===== src/rtl/det_pkg.sv =====
// Shared definitions for the 4x4 determinant engine.
//   DATA_W_DEFAULT : default element width
//   ROW_STRIDE     : bit distance between rows of the packed input minor
//   acc_w()        : exact accumulator width for a given element width
//   state_e        : controller states
//   MINOR_COLS     : columns kept in the 3x3 minor for each row-0 cofactor k
//   SARRUS_POS     : bit t set when Sarrus triple product t is added
package det_pkg;

    localparam int unsigned DATA_W_DEFAULT = 8;
    localparam int unsigned ROW_STRIDE     = 40;

    function automatic int unsigned acc_w(input int unsigned data_w);
        return 4 * data_w + 6;
    endfunction

    typedef enum logic [2:0] {
        StIdle,
        StLoadMinor,
        StTerm,
        StScale,
        StDone,
        StWaitLow
    } state_e;

    localparam logic [1:0] MINOR_COLS [4][3] = '{
        '{2'd1, 2'd2, 2'd3},
        '{2'd0, 2'd2, 2'd3},
        '{2'd0, 2'd1, 2'd3},
        '{2'd0, 2'd1, 2'd2}
    };

    localparam logic [5:0] SARRUS_POS = 6'b000111;

endpackage


===== src/rtl/det3_minor_mac.sv =====
// 3x3 determinant accumulator: one Sarrus triple product per enabled cycle.
// Ports:
//   clk_i   : clock
//   rst_i   : synchronous active-high reset
//   clr_i   : clear the running minor (abort)
//   en_i    : accumulate term term_i this cycle
//   first_i : start a new minor (ignore the previous running value)
//   term_i  : Sarrus term index 0..5
//   m_i     : 3x3 unsigned operands, m_i[row][col]
//   minor_o : signed running minor
module det3_minor_mac
    import det_pkg::*;
#(
    parameter int unsigned DATA_W = DATA_W_DEFAULT,
    parameter int unsigned MIN_W  = 3 * DATA_W + 3
) (
    input  logic                            clk_i,
    input  logic                            rst_i,
    input  logic                            clr_i,
    input  logic                            en_i,
    input  logic                            first_i,
    input  logic [2:0]                      term_i,
    input  logic [2:0][2:0][DATA_W-1:0]     m_i,
    output logic signed [MIN_W-1:0]         minor_o
);

    logic signed [MIN_W-1:0]  minor_q, minor_d;
    logic signed [MIN_W-1:0]  term_s, base;
    logic [1:0]               c0, c1, c2;
    logic                     pos;
    logic [DATA_W-1:0]        e0, e1, e2;
    logic [2*DATA_W-1:0]      p1;
    logic [3*DATA_W-1:0]      p2;

    always_comb begin
        c0  = 2'd0;
        c1  = 2'd1;
        c2  = 2'd2;
        pos = 1'b0;
        unique case (term_i)
            3'd0: begin c0 = 2'd0; c1 = 2'd1; c2 = 2'd2; pos = SARRUS_POS[0]; end
            3'd1: begin c0 = 2'd1; c1 = 2'd2; c2 = 2'd0; pos = SARRUS_POS[1]; end
            3'd2: begin c0 = 2'd2; c1 = 2'd0; c2 = 2'd1; pos = SARRUS_POS[2]; end
            3'd3: begin c0 = 2'd2; c1 = 2'd1; c2 = 2'd0; pos = SARRUS_POS[3]; end
            3'd4: begin c0 = 2'd0; c1 = 2'd2; c2 = 2'd1; pos = SARRUS_POS[4]; end
            3'd5: begin c0 = 2'd1; c1 = 2'd0; c2 = 2'd2; pos = SARRUS_POS[5]; end
            default: ;
        endcase

        e0     = m_i[0][c0];
        e1     = m_i[1][c1];
        e2     = m_i[2][c2];
        p1     = e0 * e1;
        p2     = p1 * e2;
        term_s = MIN_W'(p2);

        base    = first_i ? '0 : minor_q;
        minor_d = minor_q;
        if (clr_i) begin
            minor_d = '0;
        end else if (en_i) begin
            minor_d = pos ? base + term_s : base - term_s;
        end
    end

    always_ff @(posedge clk_i) begin
        if (rst_i) begin
            minor_q <= '0;
        end else begin
            minor_q <= minor_d;
        end
    end

    assign minor_o = minor_q;

endmodule


===== src/rtl/det4x4_minor_engine.sv =====
// Sequential 4x4 determinant by row-0 Laplace expansion over four 3x3 minors.
// Ports:
//   clk      : clock, rising edge
//   reset    : synchronous active-high reset
//   matriz_A : packed 4x4 minor, element (r,c) at [r*40 + c*8 +: 8]
//   start    : level request, held high for the whole operation
//   done     : result valid, held while start stays high
//   det      : signed determinant, DET_W bits
// Optional macro DET4X4_SAT_EN: clamp the narrowed result instead of wrapping.
// Each cofactor takes 7 cycles: LOAD_MINOR (term 0), TERM (terms 1..5), SCALE;
// done is registered on the final SCALE edge, 28 edges after the start edge.
module det4x4_minor_engine
    import det_pkg::*;
#(
    parameter int unsigned DATA_W = DATA_W_DEFAULT,
    parameter int unsigned DET_W  = 32
) (
    input  logic                    clk,
    input  logic                    reset,
    input  logic [199:0]            matriz_A,
    input  logic                    start,
    output logic                    done,
    output logic signed [DET_W-1:0] det
);

    localparam int unsigned ACC_W  = acc_w(DATA_W);
    localparam int unsigned MIN_W  = 3 * DATA_W + 3;
    localparam int unsigned PROD_W = MIN_W + DATA_W + 1;

`ifdef DET4X4_SAT_EN
    localparam logic signed [ACC_W-1:0] SAT_MAX =
        (DET_W < ACC_W) ? ACC_W'((longint'(1) <<< (DET_W - 1)) - 1) : '0;
    localparam logic signed [ACC_W-1:0] SAT_MIN = -SAT_MAX - 1;
`endif

    function automatic logic [DET_W-1:0] narrow(input logic signed [ACC_W-1:0] x);
`ifdef DET4X4_SAT_EN
        if (DET_W < ACC_W) begin
            if (x > SAT_MAX) return {1'b0, {(DET_W - 1){1'b1}}};
            if (x < SAT_MIN) return {1'b1, {(DET_W - 1){1'b0}}};
        end
`endif
        return DET_W'(x);
    endfunction

    state_e                          state_q, state_d;
    logic [1:0]                      k_q, k_d;
    logic [2:0]                      t_q, t_d;
    logic [3:0][3:0][DATA_W-1:0]     a_q, a_d;
    logic signed [ACC_W-1:0]         acc_q, acc_d;
    logic [DET_W-1:0]                det_q, det_d;
    logic                            done_q, done_d;
    // Start only counts as a new request after it has been seen low.
    logic                            start_low_q;

    logic                            mac_en, mac_first, mac_clr;
    logic [2:0]                      mac_term;
    logic [2:0][2:0][DATA_W-1:0]     mac_m;
    logic signed [MIN_W-1:0]         minor;
    logic signed [DATA_W:0]          a0k_s;
    logic signed [PROD_W-1:0]        prod;
    logic signed [ACC_W-1:0]         acc_new;
    logic                            unused_ign_bits;

    assign unused_ign_bits = ^{matriz_A[199:160], matriz_A[159:152], matriz_A[119:112],
                               matriz_A[79:72], matriz_A[39:32]};

    always_comb begin
        for (int i = 0; i < 3; i++) begin
            for (int j = 0; j < 3; j++) begin
                mac_m[i][j] = a_q[i + 1][MINOR_COLS[k_q][j]];
            end
        end
        a0k_s   = {1'b0, a_q[0][k_q]};
        prod    = a0k_s * minor;
        acc_new = k_q[0] ? acc_q - ACC_W'(prod) : acc_q + ACC_W'(prod);
    end

    always_comb begin
        state_d   = state_q;
        k_d       = k_q;
        t_d       = t_q;
        a_d       = a_q;
        acc_d     = acc_q;
        det_d     = det_q;
        done_d    = done_q;
        mac_en    = 1'b0;
        mac_first = 1'b0;
        mac_clr   = 1'b0;
        mac_term  = (state_q == StLoadMinor) ? 3'd0 : t_q;

        unique case (state_q)
            StIdle: begin
                done_d = 1'b0;
                det_d  = '0;
                if (start && start_low_q) begin
                    for (int r = 0; r < 4; r++) begin
                        for (int c = 0; c < 4; c++) begin
                            a_d[r][c] = matriz_A[r * ROW_STRIDE + c * DATA_W +: DATA_W];
                        end
                    end
                    k_d     = 2'd0;
                    acc_d   = '0;
                    state_d = StLoadMinor;
                end
            end
            StLoadMinor, StTerm, StScale: begin
                if (!start) begin
                    state_d = StIdle;
                    k_d     = 2'd0;
                    t_d     = 3'd0;
                    acc_d   = '0;
                    mac_clr = 1'b1;
                end else if (state_q == StLoadMinor) begin
                    mac_en    = 1'b1;
                    mac_first = 1'b1;
                    t_d       = 3'd1;
                    state_d   = StTerm;
                end else if (state_q == StTerm) begin
                    mac_en = 1'b1;
                    if (t_q == 3'd5) begin
                        t_d     = 3'd0;
                        state_d = StScale;
                    end else begin
                        t_d = t_q + 3'd1;
                    end
                end else begin
                    acc_d = acc_new;
                    if (k_q == 2'd3) begin
                        det_d   = narrow(acc_new);
                        done_d  = 1'b1;
                        state_d = StDone;
                    end else begin
                        k_d     = k_q + 2'd1;
                        state_d = StLoadMinor;
                    end
                end
            end
            StDone, StWaitLow: begin
                if (!start) begin
                    done_d  = 1'b0;
                    det_d   = '0;
                    acc_d   = '0;
                    state_d = StIdle;
                end else begin
                    state_d = StWaitLow;
                end
            end
            default: state_d = StIdle;
        endcase
    end

    always_ff @(posedge clk) begin
        if (reset) begin
            state_q     <= StIdle;
            k_q         <= '0;
            t_q         <= '0;
            a_q         <= '0;
            acc_q       <= '0;
            det_q       <= '0;
            done_q      <= 1'b0;
            start_low_q <= 1'b0;
        end else begin
            state_q     <= state_d;
            k_q         <= k_d;
            t_q         <= t_d;
            a_q         <= a_d;
            acc_q       <= acc_d;
            det_q       <= det_d;
            done_q      <= done_d;
            start_low_q <= !start;
        end
    end

    det3_minor_mac #(
        .DATA_W (DATA_W),
        .MIN_W  (MIN_W)
    ) u_mac (
        .clk_i   (clk),
        .rst_i   (reset),
        .clr_i   (mac_clr),
        .en_i    (mac_en),
        .first_i (mac_first),
        .term_i  (mac_term),
        .m_i     (mac_m),
        .minor_o (minor)
    );

    assign done = done_q;
    assign det  = det_q;

endmodule

===== config.mk =====
export PLATFORM = sky130hd
export DESIGN_NAME = det4x4_minor_engine
export DESIGN_NICKNAME = d
export VERILOG_FILES = /design/src/rtl/det_pkg.sv /design/src/rtl/det3_minor_mac.sv /design/src/rtl/det4x4_minor_engine.sv
export SDC_FILE = /design/constraint.sdc
export NUM_CORES = 2
export LEC_CHECK = 0
export BUFFER_PORTS_ARGS = -buffer_cell sky130_fd_sc_hd__buf_2
export CELL_PAD_IN_SITES_DETAIL_PLACEMENT = 2
export CELL_PAD_IN_SITES_GLOBAL_PLACEMENT = 2
export CORE_ASPECT_RATIO = 1.25
export CORE_MARGIN = 4
export CORE_UTILIZATION = 33
export CTS_BUF_LIST = sky130_fd_sc_hd__clkbuf_16
export DETAILED_ROUTE_END_ITERATION = 6
export PLACE_DENSITY = 0.74
export SYNTH_ARGS = -nofsm -noshare
export SYNTH_HDL_FRONTEND = slang
export SYNTH_SLANG_ARGS = --single-unit

===== constraint.sdc =====
create_clock -name clk -period 25.9 [get_ports clk]
set_input_delay 0 -clock clk [delete_from_list [all_inputs] [get_ports clk]]
set_output_delay 0 -clock clk [all_outputs]
set_load 0.005 [all_outputs]

==> flow_summary.yaml <==
run_status:
  status: "completed"
worst_setup_path:
  cpMostUsedCell: "a21oi_1"
  r2r_slack_ps: 11200
  r2r_end: "u_mac.minor_o[26]$_SDFFE_PP0P_"
  worstPathBufferInverterCount: 9
  path_depth: 52
  r2r_cells: 52
  rr_startpoint: "k_q[0]$_SDFFE_PP0P_"
  worstSetupPathType: "reg2reg"
  cp.arrival_ps: 15230
  cpPeakStageDelay_ps: 600
  end_kind: "register"
  critPathMaxFanout: 35
  crit_end: "u_mac.minor_o[26]$_SDFFE_PP0P_"
  critPathSlowestCell: "nor4_1"
  startpoint_type: "register"
  startpoint: "k_q[0]$_SDFFE_PP0P_"
  cpLargestDelayFamily: "compound AO/OA/AOI/OAI gates"
  required_ps: 26430
sta:
  period_share: 0.568
  setup_viol: 0
  hold_viol_final: 0
  timing.fmax_mhz: 68.0
  worst_clock_skew_ps: 56.6
  min_period_ps: 14700
  rsz0062_at_grt: "false"
  max-slew-margin-rel: 0.265
  tns_ps: 0
  maxSlewViolCount: 0
  tightest_slew_ps: 1100
clock_network:
  cts.reportedPaths.clkPinSlew_ps: 70
  clkSinkCount: 229
  insertion_delay_ps: 630
  numCtsBuffers: 30
  cts_hold_buffers: 174
  clock-root-buffer: "clkbuf_16"
  htreeDepth: 1
  cts.path.max_buffers: 3
  post-cts-setup-buffers: 0
  ctsResizeCount: 0
  cts_tree: "done"
floorplanning:
  start_util: 0.333
  fp-row-count: 116
  die_area_sq_mm: 0.0855
  core_sq_mm: 0.0801
  die_h_um: 326
  dieWidth_um: 262
  pin_count: 236
pwr:
  powerDensity_mw_per_mm2: 35.5
  power_leakage_nw: 14.3
  total_power_w: 0.00110
  irDropWorstVdd_v: 0.0000476
logic_synthesis:
  ys_top_cells_by_area: "fa_1 (21%), dfxtp_1 (17%), ha_1 (9.6%)"
  netlist_instances: 3361
  synth_ff_type: "dfxtp_1"
  ys_types: 84
  ys_seq_area_frac: 0.172
  syn-cell-area_sq_mm: 0.0267
  yosysWarnings: 0
  synth_seq_cells: 229
  synth_edf_count: 0
  syn_nets: 4044
  synth_top_cell_area_share: 0.207
  ys_async_sr_fraction: 0
  avgSynthCellArea_sq_um: 7.94
  synth_top_area_cell: "fa_1"
global_route:
  grt_antenna_before_repair: 4
  met2_usage: 0.442
  grt_max_degree: 80
  gr-total-overflow: 0
  track_usage: 0.228
  grt_pass1_vias: 28761
  grt_use_met3: 0.0212
  grt_first_pass_wirelength_um: 159000
  grt_busiest_layer: "met2"
  use_met1: 0.258
run:
  drv_cap: 0
hold_path:
  hold_path.class: "in2reg"
cells_and_area:
  nets: 4268
  layout_commonest_cell: "nand2_1"
  drive_above_1_share: 0.0832
  syn_to_final_growth_pct: 16.5
  mostFrequentLayoutCells: "nand2_1 (519), inv_1 (379), a21oi_1 (289), nor2_1 (289), fa_1 (276)"
detailed_routing:
  drt_first_pass_iters: 5
  vias_per_cell: 5.29
  ant_nets: 0
  drc: 0
  wirelength_um: 99600
  wl_per_cell_um: 21.3
  drt_iter0_drc: 897
  vias: 24741
placed_design:
  dp.final_hpwl_um: 70500
  place.gp.congestion: 0.800
  io_buffer_count: 163
-- sequential cells by signal, indices dropped and copies added, names as in the netlist --
name,flops
a_q,128
acc_q,32
det,32
done,1
k_q,2
start_low_q,1
state_q,3
t_q,3
u_mac.minor_o,27
-- routing by layer --
layer	vias up	share of wire	routed length [um]
met4	2	0.039	3860
li1	11488	-	-
met1	12685	0.40	40000
met5	-	0.00011	11
met3	188	0.024	2380
met2	378	0.54	53400
-- cells by family after synthesis --
logic type                 Yosys count  share of synthesized area
AOI/OAI and AO/OA                  635                      0.149
DFF                                229                      0.172
xor gates and xnor gates           158                     0.0519
buffers and inverters              550                     0.0782
and+or+nand+nor                   1229                      0.213
muxes                               80                     0.0343
adders and majority gates          480                      0.303
-- worst reg2reg max path: cells and delay by family (launching register included) --
kind	cells	cell delay (ps)
AOI/OAI and AO/OA	23	5590
adders and majority gates	12	4840
and+or+nand+nor	5	1690
buffers and inverters	9	1380
DFF	1	490
muxes	2	440
xor gates and xnor gates	1	180
-- cell usage after synthesis, types with 10 or more instances --
| cell type | n |
|---|---|
| nand2_1 | 519 |
| inv_1 | 375 |
| nor2_1 | 290 |
| a21oi_1 | 289 |
| fa_1 | 276 |
| dfxtp_1 | 229 |
| ha_1 | 204 |
| and2_1 | 147 |
| clkbuf_1 | 134 |
| xnor2_1 | 117 |
| o21ai_0 | 63 |
| mux2i_1 | 61 |
| nor2b_1 | 50 |
| xor2_1 | 41 |
| nor3_1 | 39 |
| a211oi_1 | 38 |
| a22oi_1 | 38 |
| a21o_1 | 36 |
| nand3_1 | 33 |
| buf_1 | 32 |
| nand2b_1 | 27 |
| o21bai_1 | 24 |
| a31oi_1 | 23 |
| or2_2 | 21 |
| nor4_1 | 20 |
| or3_1 | 17 |
| o21a_1 | 16 |
| nand4_1 | 14 |
| and3_1 | 13 |
| mux2_2 | 11 |
| nand3b_1 | 11 |
| o211ai_1 | 10 |
-- final cells by class --
class	count	area (sq um)
multi-input cells	2582	20000
clock inverters	24	201
repair buffers	365	2770
inverters	377	1420
fillers	9132	49000
clock buffers	30	751
flip-flops and latches	229	4590
diodes	4	10.0
well taps	1062	1330
-- where the power goes --
group / internal [W] / switching (W) / leakage, nW
Clock: 0.000231 / 0.000189 / 0.475
Combinational: 0.000111 / 0.000195 / 11.9
Sequential: 0.000365 / 0.0000118 / 1.85
Total: 0.000707 / 0.000396 / 14.3
-- how the worst min path moves through the flow --
stage | endpoint | cells past startpoint | slack (ps) | startpoint
6_report | a_q[58]$_SDFFE_PP0P_ | 4 | 180 | matriz_A[66]
5_1_grt | a_q[84]$_SDFFE_PP0P_ | 4 | 190 | matriz_A[100]
4_1_cts | a_q[73]$_SDFFE_PP0P_ | 4 | 130 | matriz_A[89]
3_5_place_dp | a_q[83]$_SDFFE_PP0P_ | 3 | 250 | matriz_A[99]
3_3_place_gp | a_q[74]$_SDFFE_PP0P_ | 3 | 240 | matriz_A[90]
2_1_floorplan | a_q[100]$_SDFFE_PP0P_ | 2 | 140 | matriz_A[124]
-- per-stage QoR --
stage          worst slack [ps]  utilization  hold WS, ps  instances  area, sq um
3_3_place_gp              11840        0.354          243       4441        28400
6_report                  11200        0.388          185       4673        31100
3_5_place_dp              11460        0.354          250       4441        28400
4_1_cts                   11390        0.388          133       4669        31100
2_1_floorplan             12640            -          136       3361        26700
5_1_grt                   10150        0.388          189       4672        31100
(Power assumes the default switching activity.)
